### src/rtl/cc_cipher.sv
// ChaCha20 XOR data path: latches key/nonce/counter, requests keystream blocks
// from cc_block and XORs a 32-bit word stream with it under valid/ready flow.
module cc_cipher (
   input  logic         i_clk,
   input  logic         i_rstn,
   input  logic         i_start,
   input  logic [255:0] i_key,
   input  logic [95:0]  i_non,
   input  logic [31:0]  i_cnt,
   input  logic         i_valid,
   output logic         o_ready,
   input  logic [31:0]  i_data,
   input  logic         i_last,
   output logic         o_valid,
   input  logic         i_ready,
   output logic [31:0]  o_data,
   output logic         o_last,
   output logic         o_busy,
   output logic         o_done,
   output logic         o_cnt_ovf,
   output logic         o_kg_start,
   output logic [255:0] o_kg_key,
   output logic [95:0]  o_kg_non,
   output logic [31:0]  o_kg_cnt,
   input  logic         i_kg_done,
   input  logic [511:0] i_kg_stream
);

   localparam logic [2:0] S_IDLE  = 3'd0;
   localparam logic [2:0] S_REQ   = 3'd1;
   localparam logic [2:0] S_WAIT  = 3'd2;
   localparam logic [2:0] S_CAP   = 3'd3;
   localparam logic [2:0] S_XOR   = 3'd4;
   localparam logic [2:0] S_DRAIN = 3'd5;

   logic [2:0]   r_state;
   logic [255:0] r_key;
   logic [95:0]  r_non;
   logic [31:0]  r_cnt;
   logic [511:0] r_ks;
   logic [3:0]   r_idx;
   logic         r_ovf;
   logic         r_valid;
   logic [31:0]  r_data;
   logic         r_last;
   logic         r_done;

   logic         w_ready;
   logic         w_acc;
   logic         w_out_hs;
   logic [8:0]   w_ks_msb;
   logic [31:0]  w_ks_word;

   // Keystream word 0 sits in the top 32 bits of the block.
   assign w_ks_msb  = 9'd511 - {r_idx, 5'd0};
   assign w_ks_word = r_ks[w_ks_msb -: 32];

   // The output register frees up in the same cycle it is handed off.
   assign w_ready  = (r_state == S_XOR) && (!r_valid || i_ready);
   assign w_acc    = w_ready && i_valid;
   assign w_out_hs = r_valid && i_ready;

   // NOTE: state uses non-blocking assignments so every register samples pre-edge values.
   always_ff @(posedge i_clk or negedge i_rstn) begin
      if (!i_rstn) begin
         r_state <= S_IDLE;
         r_key   <= '0;
         r_non   <= '0;
         r_cnt   <= '0;
         r_ks    <= '0;
         r_idx   <= '0;
         r_ovf   <= 1'b0;
         r_valid <= 1'b0;
         r_data  <= '0;
         r_last  <= 1'b0;
         r_done  <= 1'b0;
      end else begin
         r_done <= 1'b0;

         if (w_acc) begin
            r_data  <= i_data ^ w_ks_word;
            r_last  <= i_last;
            r_valid <= 1'b1;
         end else if (w_out_hs) begin
            r_valid <= 1'b0;
         end

         case (r_state)
            S_IDLE: begin
               if (i_start) begin
                  r_key   <= i_key;
                  r_non   <= i_non;
                  r_cnt   <= i_cnt;
                  r_ovf   <= 1'b0;
                  r_idx   <= '0;
                  r_state <= S_REQ;
               end
            end
            S_REQ:  r_state <= S_WAIT;
            S_WAIT: if (i_kg_done) r_state <= S_CAP;
            S_CAP: begin
               r_ks    <= i_kg_stream;
               r_state <= S_XOR;
            end
            S_XOR: begin
               if (w_acc) begin
                  if (i_last) begin
                     r_state <= S_DRAIN;
                  end else if (r_idx == 4'd15) begin
                     r_idx   <= '0;
                     r_cnt   <= r_cnt + 32'd1;
                     if (&r_cnt) r_ovf <= 1'b1;
                     r_state <= S_REQ;
                  end else begin
                     r_idx <= r_idx + 4'd1;
                  end
               end
            end
            S_DRAIN: begin
               if (w_out_hs) begin
                  r_done  <= 1'b1;
                  r_state <= S_IDLE;
               end
            end
            default: r_state <= S_IDLE;
         endcase
      end
   end

   assign o_ready    = w_ready;
   assign o_valid    = r_valid;
   assign o_data     = r_data;
   assign o_last     = r_last;
   assign o_busy     = (r_state != S_IDLE);
   assign o_done     = r_done;
   assign o_cnt_ovf  = r_ovf;
   assign o_kg_start = (r_state == S_REQ);
   assign o_kg_key   = r_key;
   assign o_kg_non   = r_non;
   assign o_kg_cnt   = r_cnt;

endmodule

### config.mk
export PLATFORM = sky130hd
export DESIGN_NAME = cc_cipher
export DESIGN_NICKNAME = d
export VERILOG_FILES = /design/src/rtl/cc_cipher.sv
export SDC_FILE = /design/constraint.sdc
export NUM_CORES = 2
export LEC_CHECK = 0
export ABC_AREA = 1
export CORE_AREA = 2 2 527 529
export DETAILED_ROUTE_END_ITERATION = 12
export DIE_AREA = 0 0 529 531
export GPL_TIMING_DRIVEN = 0
export SYNTH_ARGS = -nofsm -noshare
export SYNTH_HDL_FRONTEND = slang
export SYNTH_SLANG_ARGS = --single-unit
### constraint.sdc
create_clock -name i_clk -period 2.32 [get_ports i_clk]
set_input_delay 0.348 -clock i_clk [delete_from_list [all_inputs] [get_ports i_clk]]
set_output_delay 0.348 -clock i_clk [all_outputs]
set_load 0.03 [all_outputs]
# Word-level counts from Yosys, hierarchy flattened
# Cells that the tools add are included.
[totals]
regBits = 939
latchBits = 0
ram_bits = 0
rom_bits = 0
input_bits = 935
elab_cells = 72
n_memories = 0
[op_classes]
add_sub_neg = 3
n_mul = 0
div = 0
n_lt_le_gt_ge = 0
eq_ne = 14
n_shift = 1
n_mux = 27
n_bitwise = 1
reduce_logical = 15
[ops]
columns = ["operator", "count"]
rows = [
  ["543-bit by 10-bit variable part select with 32-bit output", 1],
  ["32-bit 2-to-1 mux", 4],
  ["32-bit one-hot mux with 2 select lines", 1],
  ["32-bit by 1-bit adder with 32-bit output (second input constant)", 1],
  ["32-bit AND reduction", 1],
  ["32-bit XOR", 1],
  ["3-bit 2-to-1 mux", 6],
  ["3-bit one-hot mux with 6 select lines", 1],
  ["4-bit 2-to-1 mux", 4],
  ["2-bit != test (second input constant)", 5],
  ["5-bit AND reduction", 2],
  ["1-bit 2-to-1 mux", 9],
  ["9-bit subtractor (first input constant)", 1],
  ["4-bit one-hot mux with 2 select lines", 1],
  ["3-bit by 2-bit equality test with 1-bit output (second input constant)", 2],
  ["3-bit equality test (second input constant)", 2],
  ["6-bit AND reduction", 1],
  ["4-bit by 1-bit adder with 4-bit output (second input constant)", 1],
  ["4-bit equality test (second input constant)", 1],
  ["2-bit by 1-bit != test with 1-bit output (second input constant)", 2],
  ["4-bit AND reduction", 1],
  ["2-bit nonzero test", 2],
  ["3-bit by 1-bit equality test with 1-bit output (second input constant)", 1],
  ["1-bit logical AND", 3],
  ["7 further kinds", 7],
]

# Logic depth before layout (Yosys ltp)
[logic_depth]
word_depth = 6
mapped_depth = 13

# Least setup slack after synthesis
# No wires, ideal clock.
[synth_timing]
kind = "flip-flop to flip-flop"
start = "reg r_state[0]"
end = "reg r_data[26] (netlist: o_data[26])"
t_arrival_ns = 1.933
slack_ns = 0.322
path_stages_with_launch = 11
cell_sequence = "dfrtp_1 -> inv_2 -> nand2_2 -> nor2_8 -> inv_2 -> nor2_1 -> nand2_1 -> inv_2 -> buf_2 -> nand3_1 -> nand2_1"
[synth_via]
elab_chain_len = 3
[synth_rtl]
columns = ["element", "line", "source"]
rows = [
  ["from (decl)", "36", "logic [2:0] r_state;"],
  ["from (signal assigned)", "66", "r_state <= S_IDLE;"],
  ["from (signal assigned)", "96", "r_state <= S_REQ;"],
  ["from (signal assigned)", "99", "S_REQ: r_state <= S_WAIT;"],
  ["3-bit equality test", "59", "assign w_ready = (r_state == S_XOR) && (!r_valid || i_ready);"],
  ["1-bit logical AND", "59", ""],
  ["named net o_ready", "11", "output logic o_ready,"],
  ["1-bit logical AND", "60", "assign w_acc = w_ready && i_valid;"],
  ["to (signal assigned)", "81", "r_data <= i_data ^ w_ks_word;"],
  ["to (decl)", "44", "logic [31:0] r_data;"],
]
# The timed path passes the listed nets, and every way through them passes these cells.
# A chain may end at the register's enable or synchronous reset.

# Final worst setup path
[layout_timing]
start = "reg r_cnt[14] (netlist: o_kg_cnt[14])"
end = "out o_kg_cnt[14]"
[layout_lines]
columns = ["element", "line", "source"]
rows = [
  ["from (decl)", "39", "logic [31:0] r_cnt;"],
  ["from (signal assigned)", "93", "r_cnt <= i_cnt;"],
  ["from (signal assigned)", "111", "r_cnt <= r_cnt + 32'd1;"],
  ["to (decl)", "24", "output logic [31:0] o_kg_cnt,"],
]
# No word-level cell between the ends.

==> impl_metrics.toml <==
[outcome]
run_status = "finished, violations left"
violated_checks = "hold timing"

[power]
share_seq_of_total_power_pct = 29.0
static-leakage-power_nw = 31.07
p_sw_mw = 49.29
p_per_area_nw_per_um2 = 1515
power.share.switching_pct = 48.76
worst_vdd_drop_mv = 0.7115
comb_power_share_pct = 51.6
power_frac_clock_pct = 19.4
cellInternalPower_mw = 51.80
power_mw = 101.1

[synth]
synth_flop_cell = "dfrtp_1"
synth_mux_area_share_pct = 6.984
synth.most_common_cell = "nand2_1"
synth_top_family_by_area = "simple AND/OR/NAND/NOR gates"
synth-warning-count = 0
post_synth_instance_area_um2 = 41910
post_synth_simple_gate_area_pct = 26.50
synthesis.instances = 4972
synth_common_cells = "nand2_1 (1944), dfrtp_1 (939), nor2_1 (458)"
yosys-top-cells-area = "dfrtp_1 (56%), nand2_1 (17%), mux2_2 (7.0%)"
synth_adder_area_share_pct = 0.05971
synth.largest_area_cell = "dfrtp_1"
synth_edf_count = 0
synth_top_cell_area_share_pct = 56.07
synth_xor_xnor_area_share_pct = 0.02090
synth.ff_latch_count = 939
synth.net_count = 5909
synth.avg_cell_area_um2 = 8.428
netlist-cell-type-count = 33
synth-compound-area-share_pct = 4.323
postSynth.asyncResetShare_pct = 100.0
yosysSeqAreaShare_pct = 56.07

[worst_setup_path]
r2r_cells = 10
worst_setup_path_startpoint = "o_kg_cnt[14]"
worstSetupEndpointType = "primary output"
critical_path_cell_count = 1
setup.worst_path.class = "flip-flop to primary output"
critical_path.cell_chain = "clkdlybuf4s15_1"
rr_endpoint = "o_data[6]"
crit_required_ns = 1.97
crit_path_max_incr_delay_ns = 0.63
critical_path.top_delay_family = "flip-flops"
start_kind = "flip-flop"
worstPathMaxFanout = 5
slowest_stage = "dfrtp_1"
critical_path_arrival_ns = 1.97
rr_startpoint = "r_idx[0]"
critical_path_buf_inv_count = 1
r2r_setup_slack_ns = 0.00004

[sta]
worst_hold_slack_ns = -0.5548
slew_headroom_pct = 33.36
fmax_mhz = 431.0
final.setup_skew_ns = 0.08364
min_period_over_period_pct = 100.0
setup_viol = 0
grt_setup_unrepaired = "yes"
max_slew.worst_pin.slew_ns = 0.9995
fin_crit_ns = 2.320
max_slew_violations = 0
final.setup.tns_ns = 0
final-hold-violation-count = 96

[cts]
cts_root_buffer = "clkbuf_16"
cts_made_buffers = 117
bufs_on_longest_clock_path = 4
cts_htree_levels = 3
worst_setup_hold_path_clk_slew_ns = 0.06
clkLatencyLatePin_ns = 0.87
cts_hold_repair.buffers = 117
tritoncts = "built"
clkSinkCount = 939

[final_layout]
layoutNonFillerInstCount = 10370
final_net_count = 7519
drive_gt1_share_pct = 14.47
areaGrowthSynthToFinish_pct = 59.19
final.fill_count = 30260

[run]
cap_viol_max_count = 0

[global_route]
grt_start_max_net_pins = 165
first_global_vias = 40530
gr-total-overflow = 0
grt_pass1_wl_um = 411600
antenna_found_initial = 219
grt_util_all_layers_pct = 22.50

[placed_design]
dp_hpwl_um = 273000
globalplace.congestion = 0.9976
port_buffers = 1357
dpl.cell_count = 9943

[floorplanning]
placement_rows = 193
fp.dieH_um = 531
die_width_um = 529
initial_utilization_pct = 15.22
die_area_um2 = 280900
coreArea_um2 = 275300
io-pin-count = 1358

[routing]
route.detailed.drc = 0
post_drt_wl_per_cell_um = 31.76
drt_first_pass_iters = 8
ant_nets = 0
detailroute.via_count = 43030
final_routed_wirelength_across_all_metal_layers_um = 329200
vias_per_inst = 4.152
drt_first_iter_violations = 4270

[min_path]
hold_path_class = "primary input to async pin"
## sequential cells by signal (all words and copies together), names as in the netlist
register / count
o_kg_key: 256
r_ks: 512
o_cnt_ovf: 1
o_data: 32
r_idx: 4
r_state: 3
o_kg_cnt: 32
o_kg_non: 96
o_done: 1
o_last: 1
o_valid: 1
## power by group through the flow
stage / Clock, mW / Combinational (mW) / Sequential, mW
finish: 19.7 / 52.1 / 29.3
global route: 20.5 / 55.2 / 30.1
CTS: 20.0 / 50.7 / 29.2
detailed placement: 0 / 50.9 / 29.4
global placement: 0 / 50.4 / 29.6
floorplan: 0 / 18.1 / 35.1
## layout by cell type, fill, tap and decap left out, types with 20 or more instances in the layout
master	netlist	final
dlygate4sd3_1	0	117
nand3_1	374	342
dfrtp_1	939	936
clkbuf_16	0	122
clkbuf_4	0	34
o21ai_0	26	26
inv_1	328	321
nor2_1	458	424
diode_2	0	84
clkbuf_1	121	43
mux2_2	259	259
nor2_4	0	20
nand2_2	2	30
clkdlybuf4s50_1	0	1035
clkbuf_8	0	41
clkbuf_2	0	86
buf_4	19	49
nand2_1	1944	1899
clkdlybuf4s15_2	0	77
dlygate4sd2_1	0	186
o211ai_1	21	21
nand3_2	0	27
a21oi_1	289	288
buf_2	112	85
## per-stage QoR
stage | util, % | worst slack (ns) | hold slack, ns | area, µm²
6_report | 24.23 | 0.00003864 | -0.5548 | 66710
5_1_grt | 24.20 | -0.07827 | -0.5366 | 66620
4_1_cts | 24.03 | -0.08068 | -0.5675 | 66140
3_5_place_dp | 21.87 | -2.134 | 0.3778 | 60200
3_3_place_gp | 21.80 | -45.84 | 0.4521 | 60000
2_1_floorplan | - | 0.3220 | 0.05241 | 41910
## layout make-up
| class | count | area (µm²) | share of cell area [%] |
|---|---|---|---|
| inverters | 336 | 1284 | 1.924 |
| well taps | 3607 | 4513 | 6.765 |
| clock inverters | 42 | 598.1 | 0.8965 |
| flip-flops and latches | 939 | 23500 | 35.23 |
| diodes | 84 | 210.2 | 0.3151 |
| plain buffers | 278 | 1902 | 2.851 |
| repair buffers | 1493 | 14800 | 22.19 |
| multi-input cells | 3417 | 16470 | 24.69 |
| clock buffers | 169 | 3423 | 5.132 |
## what timing repair did
item                                   4_1_cts  5_1_grt
setup buffers                                5        5
resized for setup                          823      217
endpoints found under the hold margin      218       96
pin swaps                                   12        6
setup endpoints to repair                 1119      507
cloned                                       0        2
## logic make-up after synthesis
kind of cell,count (synthesis)
AOI/OAI and AO/OA,347
xor gates and xnor gates,1
adders and majority gates,2
buffers and inverters,616
DFF,939
muxes,260
and+or+nand+nor,2807
## how the worst max path moves through the flow
stage | endpoint | slack [ns]
finish | o_kg_cnt[14] | 0.00004
global route | o_ready | -0.08
CTS | o_data[6] | -0.08
detailed placement | o_data[30] | -2.13
global placement | o_kg_key[144] | -45.84
floorplan | o_data[26] | 0.32
## routing by layer
| layer | global-route usage (%) | wire length (µm) | up-vias |
|---|---|---|---|
| li1 | - | - | 18940 |
| met1 | 23.70 | 113600 | 20890 |
| met2 | 35.02 | 146000 | 2401 |
| met3 | 12.76 | 46630 | 716 |
| met4 | 13.16 | 22460 | 82 |
| met5 | 0 | 534 | - |
No activity file was read; power rests on OpenSTA's default activity.
